### config.mk
export PLATFORM = sky130hd
export DESIGN_NAME = serial_subtractor
export DESIGN_NICKNAME = d
export VERILOG_FILES = /design/src/rtl/serial_subtractor.sv
export SDC_FILE = /design/constraint.sdc
export NUM_CORES = 1
export LEC_CHECK = 0
export BUFFER_PORTS_ARGS = -buffer_cell sky130_fd_sc_hd__buf_2
export CORE_MARGIN = 5
export CORE_UTILIZATION = 25
export CTS_BUF_LIST = sky130_fd_sc_hd__clkbuf_16
export CTS_CLUSTER_SIZE = 20
export DETAILED_ROUTE_END_ITERATION = 12
export SLEW_MARGIN = 20
export SYNTH_ARGS = -nofsm -noshare
export SYNTH_HDL_FRONTEND = slang
export SYNTH_SLANG_ARGS = --single-unit
### constraint.sdc
create_clock -name clk -period 2.7 [get_ports clk]
set_input_delay 0.675 -clock clk [delete_from_list [all_inputs] [get_ports clk]]
set_output_delay 0.675 -clock clk [all_outputs]
set_load 0.05 [all_outputs]
### src/rtl/serial_subtractor.sv
// Bit-serial subtractor: computes {bout, diff} = a - b - bin, LSB first, one bit per cycle.
// One result every WIDTH+2 cycles: load edge, WIDTH shift edges, one DONE cycle.
module serial_subtractor #(
   parameter int unsigned WIDTH = 8
) (
   input  logic             clk,
   input  logic             rst,
   input  logic             start,
   input  logic [WIDTH-1:0] a,
   input  logic [WIDTH-1:0] b,
   input  logic             bin,
   output logic             busy,
   output logic             done,
   output logic [WIDTH-1:0] diff,
   output logic             bout
);

   localparam int unsigned CNT_W = $clog2(WIDTH) + 1;

   if (WIDTH < 2 || WIDTH > 32) begin : g_bad_width
      $error("serial_subtractor: WIDTH must be in 2..32");
   end

   typedef enum logic [1:0] {
      S_IDLE  = 2'd0,
      S_SHIFT = 2'd1,
      S_DONE  = 2'd2
   } state_t;

   state_t             r_state;
   state_t             w_state_next;
   logic [WIDTH-1:0]   r_a;
   logic [WIDTH-1:0]   r_b;
   logic [WIDTH-1:0]   r_res;
   logic [WIDTH-1:0]   r_diff;
   logic [CNT_W-1:0]   r_cnt;
   logic               r_br;
   logic               r_bout;
   logic               r_busy;
   logic               r_done;
   logic               w_load;
   logic               w_shift;
   logic               w_cnt_last;
   logic               w_x;
   logic               w_y;
   logic               w_d;
   logic               w_br_next;

   // Full-subtractor slice on the current operand LSBs
   assign w_x        = r_a[0];
   assign w_y        = r_b[0];
   assign w_d        = w_x ^ w_y ^ r_br;
   assign w_br_next  = (~w_x & (w_y ^ r_br)) | (w_y & r_br);
   assign w_cnt_last = (r_cnt == CNT_W'(WIDTH - 1));

   always_ff @(posedge clk) begin
      if (rst) begin
         r_state <= S_IDLE;
      end else begin
         r_state <= w_state_next;
      end
   end

   always_comb begin
      w_state_next = r_state;
      case (r_state)
         S_IDLE:  if (start) w_state_next = S_SHIFT;
         S_SHIFT: if (w_cnt_last) w_state_next = S_DONE;
         S_DONE:  w_state_next = S_IDLE;
         default: w_state_next = S_IDLE;
      endcase
   end

   always_comb begin
      w_load  = 1'b0;
      w_shift = 1'b0;
      case (r_state)
         S_IDLE:  w_load  = start;
         S_SHIFT: w_shift = 1'b1;
         default: ;
      endcase
   end

   // Datapath; the published result only changes on the last shift edge
   always_ff @(posedge clk) begin
      if (rst) begin
         r_a    <= '0;
         r_b    <= '0;
         r_res  <= '0;
         r_br   <= 1'b0;
         r_cnt  <= '0;
         r_diff <= '0;
         r_bout <= 1'b0;
         r_busy <= 1'b0;
         r_done <= 1'b0;
      end else begin
         r_busy <= (w_state_next != S_IDLE);
         r_done <= (w_state_next == S_DONE);
         if (w_load) begin
            r_a   <= a;
            r_b   <= b;
            r_br  <= bin;
            r_cnt <= '0;
         end else if (w_shift) begin
            r_a   <= {1'b0, r_a[WIDTH-1:1]};
            r_b   <= {1'b0, r_b[WIDTH-1:1]};
            r_res <= {w_d, r_res[WIDTH-1:1]};
            r_br  <= w_br_next;
            r_cnt <= r_cnt + CNT_W'(1);
            if (w_cnt_last) begin
               r_diff <= {w_d, r_res[WIDTH-1:1]};
               r_bout <= w_br_next;
            end
         end
      end
   end

   assign busy = r_busy;
   assign done = r_done;
   assign diff = r_diff;
   assign bout = r_bout;

endmodule
==> results of run 1 <==
[path summary, 6_finish.rpt]
path / from / slack, ns / cells after the start / to
worst min register to register: r_res[1]$_SDFFE_PP0P_ / 0.46 / 2 / r_res[1]$_SDFFE_PP0P_
worst min-delay path: r_res[1]$_SDFFE_PP0P_ / 0.46 / 2 / r_res[1]$_SDFFE_PP0P_
worst max-delay path: rst / 1.12 / 4 / r_b[2]$_SDFFE_PP0P_
worst max register to register: r_state[0]$_SDFF_PP0_ / 1.17 / 3 / r_b[6]$_SDFFE_PP0P_
[worst max-delay path: stages]
cell     delay, ns
buf_2         0.26
nor4b_4       0.55
and2_1        0.21
a221o_1       0.10
[cells by family (layout without fill, tap and decap cells)]
logic type	after synthesis	after routing	share of synthesized area, %
AOI/OAI and AO/OA	49	49	20.7
xor gates and xnor gates	2	2	1.06
adders and majority gates	2	2	1.98
buffers and inverters	14	41	5.78
DFF	41	41	49.8
muxes	2	2	1.22
and+or+nand+nor	55	55	19.4
[routing by layer]
layer	share of wire [%]	GRT usage, %	wire length, microns	vias to the layer above
met5	0	0	0	-
met4	2.0	4.03	65	0
met3	6.2	3.14	196	8
met2	41	10.5	1310	33
met1	50	10.5	1600	547
li1	-	-	-	639
[cell type report]
cell class                 instances  share of cell area (%)
clock buffer                       5                    6.42
clock inverter                     3                   0.578
inverter                           2                   0.385
multi-input combinational        110                    37.5
sequential                        41                    42.1
tap                               77                    4.94
timing repair buffer              31                    8.09
[flip-flops by register name, summed over array words and instances (netlist names)]
| register | flops |
|---|---|
| diff | 8 |
| r_a | 8 |
| r_b | 8 |
| r_res | 7 |
| r_cnt | 4 |
| r_state | 2 |
| bout | 1 |
| busy | 1 |
| done | 1 |
| r_br | 1 |
[metrics by stage]
step	cell area [sq um]	util, %	total power [mW]	cells	hold slack [ns]
final	1950	30.5	1.29	269	0.459
after detailed placement	1810	28.4	0.762	261	0.456
after CTS	1950	30.5	1.32	269	0.464
after global placement	1810	28.4	0.761	261	0.445
after global routing	1950	30.5	1.36	269	0.479
after floorplan	1650	-	0.739	165	0.434
[synth_stat cells (all sizes together), types with 2 or more instances]
| library cell | number |
|---|---|
| a21oi | 18 |
| a221o | 12 |
| a22o | 3 |
| and2 | 12 |
| buf | 11 |
| dfxtp | 41 |
| inv | 2 |
| mux2i | 2 |
| nand2 | 16 |
| nand3 | 9 |
| nand3b | 2 |
| nor2 | 7 |
| nor3 | 2 |
| o21ai | 11 |
| o2bb2ai | 2 |
[power by group]
group          internal, mW  switching, mW
registers             0.629         0.0175
clock network         0.332          0.214
logic                0.0454         0.0559
total                  1.01          0.288
==> metrics.md, run 1 <==
| Metric | Value |
|---|---|
| CTS Buf Count | `5` |
| EDFF count, synth | `0` |
| Main synth FF type | `dfxtp_1` |
| Synth warn | `0` |
| Die X | `91.2 microns` |
| Crit end category | `register` |
| PortBufs | `30` |
| Post-Syn Instances | `165` |
| Cell variety after synth | `34` |
| Final Skew | `0.00365 ns` |
| PwrDens | `664 mW/mm^2` |
| Status | `finished clean` |
| Synthesized area per cell | `9.98 sq um` |
| Seq cells post-synth | `41` |
| Drt pass-1 iters | `4` |
| Clock root buffer | `clkbuf_16` |
| P&R area growth vs syn | `18.4%` |
| Synth area leaders | `dfxtp_1 (50%), a221o_1 (7.3%), a21oi_1 (5.5%), and2_1 (4.6%), nand2_1 (3.6%)` |
| Setup-failing EPs final | `0` |
| Max Freq | `0.635 GHz` |
| DR vias | `1227` |
| Antenna violations before repair | `0` |
| Detail Placement HPWL | `2180 microns` |
| First-pass GRT wire length | `5230 microns` |
| Number of global-route vias before repair | `1125` |
| Clk sink count | `41` |
| Setup WS post-layout | `1.12 ns` |
| Final TNS setup | `0 ns` |
| Core ar. | `0.00639 sq mm` |
| Hold Crit Class | `register to register` |
| Residual DRC | `0` |
| Detailed Route Iter0 Violations | `82` |
| CP max FO | `24` |
| Clock latency on the worst-skew pair | `0.28 ns` |
| Share of cells above drive strength 1 | `22.4%` |
| Worst-case clock buffer depth | `2` |
| Worst rel slew slack | `63.3%` |
| Worst IR drop on VDD | `0.268 mV` |
| Die area | `0.00831 sq mm` |
| Net count reported at finish | `213` |
| Global route overflow | `0` |
| FFs w/ async S/R, synth | `0%` |
| # fillers | `680` |
| Clock period minus worst slack | `1.58 ns` |
| Critical path launch point type | `input port` |
| Leading area contributor after synthesis | `dfxtp_1` |
| CTS tree | `yes` |
| Sequential Area | `821 sq um` |
| RePlAce Congestion | `0.744` |
| DR WL/cell | `11.8 microns` |
| Post-CTS Resized | `0` |
| Die H | `91.2 microns` |
| Rows | `29` |
| Tcrit/Tclk final | `58.4%` |
| Multi-input gate area | `731 sq um` |
| Starting Density | `25.8%` |
| Least-Margin Pin Slew | `0.549 ns` |
| Hold-fix buffers at CTS | `0` |
| Htree depth | `2` |
| Lkg Pwr | `0.771 nW` |
| Seq/Total Area, Yosys | `49.8%` |
| Vias per cell | `4.56` |
| DRT antenna net count | `0` |
| Post-place setup slack | `0.818 ns` |
| Cell Area, Synth | `0.00165 sq mm` |
| Clock transition at path regs | `0.06 ns` |
| # IOs | `31` |
| Syn Nets | `187` |
| Setup CP Type | `input port to register` |
| Max-cap violations | `0` |
| Top cell type's share of synthesized area | `49.8%` |
| Antenna Diode Count | `0` |
| RSZ-0062 raised after global routing | `false` |
| Post-CTS setup buffers | `0` |
| Final Max Tran Viols | `0` |
| Largest net degree at the start of global routing | `25` |
| Crit path required time | `2.92 ns` |
| Commonest non-fill, non-tap cell in the layout | `dfxtp_1` |
| Hold Vio Cnt, Final | `0` |
| Commonest cells after routing, fill and taps aside | `dfxtp_1 (41), buf_2 (30), a21oi_1 (18)` |
| All-layer global routing usage | `7.78%` |
| Final WL | `3170 microns` |
| Worst EP arrival | `1.80 ns` |
(Power assumes the default switching activity.)
==> run 2: changes to the inputs <==
--- a/config.mk
+++ b/config.mk
@@ -5,6 +5,7 @@
 export SDC_FILE = /design/constraint.sdc
 export NUM_CORES = 1
 export LEC_CHECK = 0
+export ABC_AREA = 1
 export BUFFER_PORTS_ARGS = -buffer_cell sky130_fd_sc_hd__buf_2
 export CORE_MARGIN = 5
 export CORE_UTILIZATION = 25
==> constraint.sdc (replaced) <==
create_clock -name clk -period 1.52 [get_ports clk]
set_input_delay 0.38 -clock clk [delete_from_list [all_inputs] [get_ports clk]]
set_output_delay 0.38 -clock clk [all_outputs]
set_load 0.05 [all_outputs]
==> run 2 against run 1 <==
Power increased by 100%. Register-to-register slack got worse by 0.94 ns. Sequential share of layout area decreased by 5.3 points. Final area increased by 14%. Die area increased by 7.8%. Clock power increased by 110%. Routed wire length increased by 20%. Utilization increased by 1.9 points. Critical endpoint is now diff[6]$_SDFFE_PP0P_.
==> metrics.md, run 2 <==
| Metric | Value |
|---|---|
| Die H | `94.6 microns (+3.8%)` |
| Hold-fix buffers at CTS | `0 (unchanged)` |
| Global route overflow | `0 (unchanged)` |
| Core ar. | `0.00687 sq mm (+7.6%)` |
| Seq cells post-synth | `41 (unchanged)` |
| Hold Crit Class | `input port to register` |
| Syn Nets | `268 (+43%)` |
| P&R area growth vs syn | `24.5%` |
| Status | `finished clean` |
| RePlAce Congestion | `0.751 (+0.99%)` |
| Commonest non-fill, non-tap cell in the layout | `nand2_1` |
| Worst-case clock buffer depth | `2 (unchanged)` |
| Hold Vio Cnt, Final | `0 (unchanged)` |
| First-pass GRT wire length | `7070 microns (+35%)` |
| Rows | `30 (+3.4%)` |
| Synthesized area per cell | `7.28 sq um (-27%)` |
| Clock transition at path regs | `0.06 ns (about the same)` |
| Antenna violations before repair | `0 (unchanged)` |
| DR vias | `1591 (+30%)` |
| Max stage delay cell, worst path | `dfxtp_1` |
| RSZ-0062 raised after global routing | `false` |
| Hold WS | `0.353 ns (-0.106 ns)` |
| Starting Density | `26.1% (+0.28 points)` |
| Detail Placement HPWL | `2760 microns (+27%)` |
| DRT antenna net count | `0 (unchanged)` |
| Net count reported at finish | `302 (+42%)` |
| Post-synthesis compound-gate area fraction | `6.22% (-15 points)` |
| Top cell type's share of synthesized area | `45.8% (-4.0 points)` |
| Detailed Route Iter0 Violations | `54 (-34%)` |
| Crit-path leading delay family | `simple AND/OR/NAND/NOR gates` |
| Residual DRC | `0 (unchanged)` |
| Mux contribution to synthesized area | `0% (-1.2 points)` |
| CTS Buf Count | `5 (unchanged)` |
| Post-Syn Instances | `246 (+49%)` |
| Clk sink count | `41 (unchanged)` |
| Setup CP Type | `register to register` |
| Main combinational cell family by area after synthesis | `simple AND/OR/NAND/NOR gates` |
| Post-synthesis xor/xnor area fraction | `0.489% (-0.57 points)` |
| Clock period minus worst slack | `1.29 ns` |
| Fin cells | `377 (+40%)` |
| Max Freq | `0.774 GHz` |
| # IOs | `31 (unchanged)` |
| Htree depth | `2 (unchanged)` |
| Post-CTS setup buffers | `0 (unchanged)` |
| Antenna Diode Count | `0 (unchanged)` |
| Largest net degree at the start of global routing | `32 (+28%)` |
| PortBufs | `30 (unchanged)` |
| Synth area leaders | `dfxtp_1 (46%), nand2_1 (17%), nand3_1 (11%), nor2_1 (4.8%), inv_1 (3.4%)` |
| Share of cells above drive strength 1 | `18.1% (-4.2 points)` |
| Setup-failing EPs final | `0 (unchanged)` |
| Commonest cells after routing, fill and taps aside | `nand2_1 (81), dfxtp_1 (41), nand3_1 (40)` |
| Leading area contributor after synthesis | `dfxtp_1` |
| Crit path required time | `1.73 ns (-1.19 ns)` |
| Lkg Pwr | `1.06 nW (+38%)` |
| Core Util, Final | `32.5% (+1.9 points)` |
| Commonest cells in the netlist | `nand2_1 (81), dfxtp_1 (41), nand3_1 (40), nor2_1 (23), inv_1 (16)` |
| Worst IR drop on VDD | `0.644 mV (+140%)` |
| Clock root buffer | `clkbuf_16` |
| Cell Area, Synth | `0.00179 sq mm (+8.7%)` |
| Final TNS setup | `0 ns (unchanged)` |
| Cell variety after synth | `21 (-38%)` |
| Count leader, synth | `nand2_1` |
| Max-cap violations | `0 (unchanged)` |
| FFs w/ async S/R, synth | `0% (unchanged)` |
| Post-CTS Resized | `0 (unchanged)` |
| Worst rel slew slack | `75.5% (+12 points)` |
| Vias per cell | `4.22 (-7.5%)` |
| Seq/Total Area, Yosys | `45.8% (-4.0 points)` |
| DR WL/cell | `10.1 microns (-14%)` |
| Drt pass-1 iters | `4 (unchanged)` |
| Final Max Tran Viols | `0 (unchanged)` |
| Cell Chain, Critical Path | `ha_1, nand3_1, nor2_8, nor2_1, nor2_1` |
| Tcrit/Tclk final | `85.0%` |
| PwrDens | `1160 mW/mm^2 (+75%)` |
| Crit end category | `register` |
| Final Skew | `0.00409 ns (+0.000445 ns)` |
| Simple-gate portion of the synthesized area | `38.2% (+19 points)` |
| Die area | `0.00895 sq mm (+7.8%)` |
| Die X | `94.6 microns (+3.8%)` |
| CTS tree | `yes` |
| Top cell by count, worst path | `nor2_1` |
| EDFF count, synth | `0 (unchanged)` |
| Number of global-route vias before repair | `1569 (+39%)` |
| Final WL | `3800 microns (+20%)` |
| Inst Count DP | `369 (+41%)` |
| CP max FO | `9 (-63%)` |
| Worst Path Buf+Inv | `0 (-1)` |
| Worst EP arrival | `1.50 ns (-0.30 ns)` |
| Synth warn | `0 (unchanged)` |
| Clock latency on the worst-skew pair | `0.28 ns (about the same)` |
| All-layer global routing usage | `9.80% (+2.0 points)` |
| Critical path launch point type | `register` |
| Main synth FF type | `dfxtp_1` |
| Crit-path max cell delay | `0.37 ns (-0.18 ns)` |
| Least-Margin Pin Slew | `0.367 ns (-0.181 ns)` |
| Adder-Cell Fraction of Synth Area | `1.82% (-0.16 points)` |
## run 2: changes by cell type after synthesis, sizes merged, moves of 2 or more
cell and delta:
a221o -12, nand3 +31, a21oi -7, mux2i -2, inv +14, o21ai -2
a22o -3, nand2 +66, nor2 +20, and2 -12, o2bb2ai -2
## run 2: kinds of logic after synthesis
kind of cell / Yosys count
adders and majority gates: 2
buffers and inverters: 28
xor gates and xnor gates: 1
AOI/OAI and AO/OA: 20
and+or+nand+nor: 154
DFF: 41
## run 2: final timing paths
check | from | end | slack (ns) | depth (start not counted)
hold reg to reg | r_res[3]$_SDFFE_PP0P_ | r_res[3]$_SDFFE_PP0P_ | 0.46 | 2
setup / recovery | r_cnt[0]$_SDFFE_PP0N_ | diff[6]$_SDFFE_PP0P_ | 0.23 | 5
setup reg to reg | r_cnt[0]$_SDFFE_PP0N_ | diff[6]$_SDFFE_PP0P_ | 0.23 | 5
hold / removal | b[7] | r_b[7]$_SDFFE_PP0P_ | 0.35 | 3
## run 2: routing by layer
metal,GRT usage (%),wire length [microns],vias to the layer above
met5,0,0,-
met4,2.40,16,0
met3,3.51,220,4
met2,15.6,1680,35
met1,12.6,1880,701
li1,-,-,851
## run 2: power by group
part           internal (mW)  switching, mW
combinational          0.105          0.169
sequential              1.13         0.0282
clock                  0.762          0.393
## run 2: worst register-to-register path, delay by kind of cell (launching register included)
kind                       cells  cell delay [ns]
DFF                            1             0.37
and+or+nand+nor                4             0.64
adders and majority gates      1             0.22
## run 2: cell type report
type	count	area (sq um)
fillers	767	4640
multi-input cells	177	836
flip-flops and latches	41	821
repair buffers	39	230
clock buffers	5	125
clock inverters	3	37.5
well taps	96	120
inverters	16	60.1
## run 2: metrics by stage
step / cell area (sq um) / setup slack [ns] / power [mW]
3_3_place_gp: 2070 / 0.187 / 1.45
3_5_place_dp: 2070 / 0.189 / 1.45
4_1_cts: 2230 / 0.201 / 2.63
2_1_floorplan: 1790 / 0.287 / 1.37
5_1_grt: 2230 / 0.0747 / 2.73
6_report: 2230 / 0.229 / 2.58
==> run 3: changes to the inputs <==
--- a/config.mk
+++ b/config.mk
@@ -5,7 +5,7 @@
 export SDC_FILE = /design/constraint.sdc
 export NUM_CORES = 1
 export LEC_CHECK = 0
-export ABC_AREA = 1
+export ABC_AREA = 0
 export BUFFER_PORTS_ARGS = -buffer_cell sky130_fd_sc_hd__buf_2
 export CORE_MARGIN = 5
 export CORE_UTILIZATION = 25
==> constraint.sdc (replaced) <==
create_clock -name clk -period 1.3 [get_ports clk]
set_input_delay 0.325 -clock clk [delete_from_list [all_inputs] [get_ports clk]]
set_output_delay 0.325 -clock clk [all_outputs]
set_load 0.05 [all_outputs]
==> run 3 against run 2 <==
Non-clock buffer count up 11. Utilization is 0.87 points higher. Die area down 7.2%. Clock-buffer cell count did not move. Power up 7.1%. Worst setup slack worse by 0.17 ns. Routed wire length down 14%. Largest cell class is now sequential cells. Critical path depth shrank 1. Worst hold slack lost 0.10 ns. Clock skew about the same. Critical path type unchanged. Final cell count is 24% lower.
==> metrics.md, run 3 (synthesis results as in run 1) <==
| Metric | Value |
|---|---|
| Net count reported at finish | `232 (-23%)` |
| Max Freq | `0.804 GHz (+3.8%)` |
| DR vias | `1291 (-19%)` |
| Switching portion of total power | `22.6% (-0.29 points)` |
| Vias per cell | `4.48 (+6.2%)` |
| Clock share of power | `41.8% (-2.9 points)` |
| Worst EP arrival | `1.41 ns (-0.09 ns)` |
| Final WL | `3280 microns (-14%)` |
| Clock transition at path regs | `0.06 ns (about the same)` |
| Number of global-route vias before repair | `1251 (-20%)` |
| Lkg Pwr | `0.860 nW (-19%)` |
| Power Internal | `2.14 mW (+7.5%)` |
| Detail Placement HPWL | `2360 microns (-14%)` |
| Detailed Route Iter0 Violations | `27 (-50%)` |
| Multi-input gate area | `734 sq um (-12%)` |
| Gate power share | `9.8% (-0.8 points)` |
| Critical path launch point type | `register` |
| Hold Crit Class | `input port to register` |
| First-pass GRT wire length | `5650 microns (-20%)` |
| Clock latency on the worst-skew pair | `0.28 ns (about the same)` |
| RSZ-0062 raised after global routing | `false` |
| Crit end category | `register` |
| Sequential Area | `827 sq um (+0.76%)` |
| P&R area growth vs syn | `29.3%` |
| Worst rel slew slack | `68.0% (-7.4 points)` |
| Placed Area | `0.00196 sq mm (-5.1%)` |
| DR WL/cell | `11.4 microns (+13%)` |
| Share of cells above drive strength 1 | `32.2% (+14 points)` |
| CTS tree | `yes` |
| P_sw | `0.624 mW (+5.7%)` |
| Global route overflow | `0 (unchanged)` |
| Clk sink count | `41 (unchanged)` |
| Worst-case clock buffer depth | `2 (unchanged)` |
| Clock root buffer | `clkbuf_16` |
| Commonest cells after routing, fill and taps aside | `dfxtp_1 (38), buf_2 (30), a21oi_1 (18), buf_4 (18), nand2_1 (16)` |
| Fin cells | `288 (-24%)` |
| PortBufs | `30 (unchanged)` |
| Fin area | `0.00213 sq mm (-4.5%)` |
| Hold-fix buffers at CTS | `0 (unchanged)` |
| Starting Density | `25.8% (-0.28 points)` |
| Clock period minus worst slack | `1.24 ns (-0.0473 ns)` |
| Antenna Diode Count | `0 (unchanged)` |
| Inst Count DP | `279 (-24%)` |
| Status | `finished clean` |
| # fillers | `680 (-11%)` |
| Die area | `0.00831 sq mm (-7.2%)` |
| Tcrit/Tclk final | `95.7% (+11 points)` |
| RePlAce Congestion | `0.703 (-6.4%)` |
| Core ar. | `0.00639 sq mm (-7.0%)` |
| Htree depth | `2 (unchanged)` |
| Drt pass-1 iters | `4 (unchanged)` |
| All-layer global routing usage | `8.40% (-1.4 points)` |
| DRT antenna net count | `0 (unchanged)` |
| Least-Margin Pin Slew | `0.479 ns (+0.112 ns)` |
| Hold Vio Cnt, Final | `0 (unchanged)` |
| PwrDens | `1300 mW/mm^2 (+12%)` |
| Final Skew | `0.00393 ns (-0.000168 ns)` |
| Die X | `91.2 microns (-3.7%)` |
| Crit path required time | `1.46 ns (-0.27 ns)` |
| CTS Buf Count | `5 (unchanged)` |
| Max-cap violations | `0 (unchanged)` |
| Seq pwr share | `48.5% (+3.8 points)` |
| # IOs | `31 (unchanged)` |
| Largest net degree at the start of global routing | `20 (-38%)` |
| Commonest non-fill, non-tap cell in the layout | `dfxtp_1` |
| Die H | `91.2 microns (-3.7%)` |
| Final Max Tran Viols | `0 (unchanged)` |
| Residual DRC | `0 (unchanged)` |
| CP max FO | `17 (+8)` |
| Setup CP Type | `register to register` |
| Antenna violations before repair | `0 (unchanged)` |
| Worst IR drop on VDD | `0.625 mV (-3.0%)` |
| Rows | `29 (-3.3%)` |
| Setup-failing EPs final | `0 (unchanged)` |
## run 3: cell type report
class                      count  share of cell area [%]
sequential                    41                    38.9
multi-input combinational    110                    34.5
timing repair buffer          50                    15.3
clock buffer                   5                    5.88
tap                           77                    4.53
clock inverter                 3                   0.588
inverter                       2                   0.353
## run 3: timing repair
item	4_1_cts	5_1_grt
endpoints found under the setup margin	17	15
pin swaps	1	0
gates resized for setup	2	5
buffers inserted	1	0
gates cloned	0	0
## run 3: per-layer routing
metal / track usage, % / vias up / share of wire, %
met5: 0 / - / 0
met4: 3.30 / 0 / 1.8
met3: 4.63 / 6 / 7.8
met2: 12.0 / 34 / 41
met1: 10.5 / 575 / 49
li1: - / 676 / -
## run 3: stage by stage
step                      power [mW]  setup WS, ns  setup TNS, ns  hold slack, ns  util, %
after global routing            2.91        0.0132              0           0.242     33.3
final                           2.77        0.0560              0           0.250     33.3
after floorplan                 1.54        0.0789              0           0.434        -
after global placement          1.63       -0.0191         -0.143           0.444     30.7
after detailed placement        1.63       -0.0388         -0.336           0.449     30.7
after CTS                       2.82        0.0233              0           0.243     33.2
## run 3: worst paths after layout
check / start / to / slack [ns] / depth (start not counted)
setup reg to reg: r_state[1]$_SDFF_PP0_ / r_b[4]$_SDFFE_PP0P_ / 0.06 / 4
setup / recovery: r_state[1]$_SDFF_PP0_ / r_b[4]$_SDFFE_PP0P_ / 0.06 / 4
hold / removal: a[7] / r_a[7]$_SDFFE_PP0P_ / 0.25 / 2
hold reg to reg: r_res[1]$_SDFFE_PP0P_ / r_res[1]$_SDFFE_PP0P_ / 0.46 / 2
## run 3: worst max-delay path: stages (launching register included)
cell     delay, ns
dfxtp_2       0.36
o21ba_4       0.24
nor2_4        0.04
buf_12        0.14
a221o_1       0.34
## run 3: power groups by stage
stage / clock network [mW] / registers, mW / logic [mW]
after CTS: 1.20 / 1.34 / 0.274
after floorplan: 0 / 1.36 / 0.174
after global routing: 1.27 / 1.35 / 0.301
after detailed placement: 0 / 1.37 / 0.265
final: 1.16 / 1.34 / 0.270
after global placement: 0 / 1.37 / 0.264
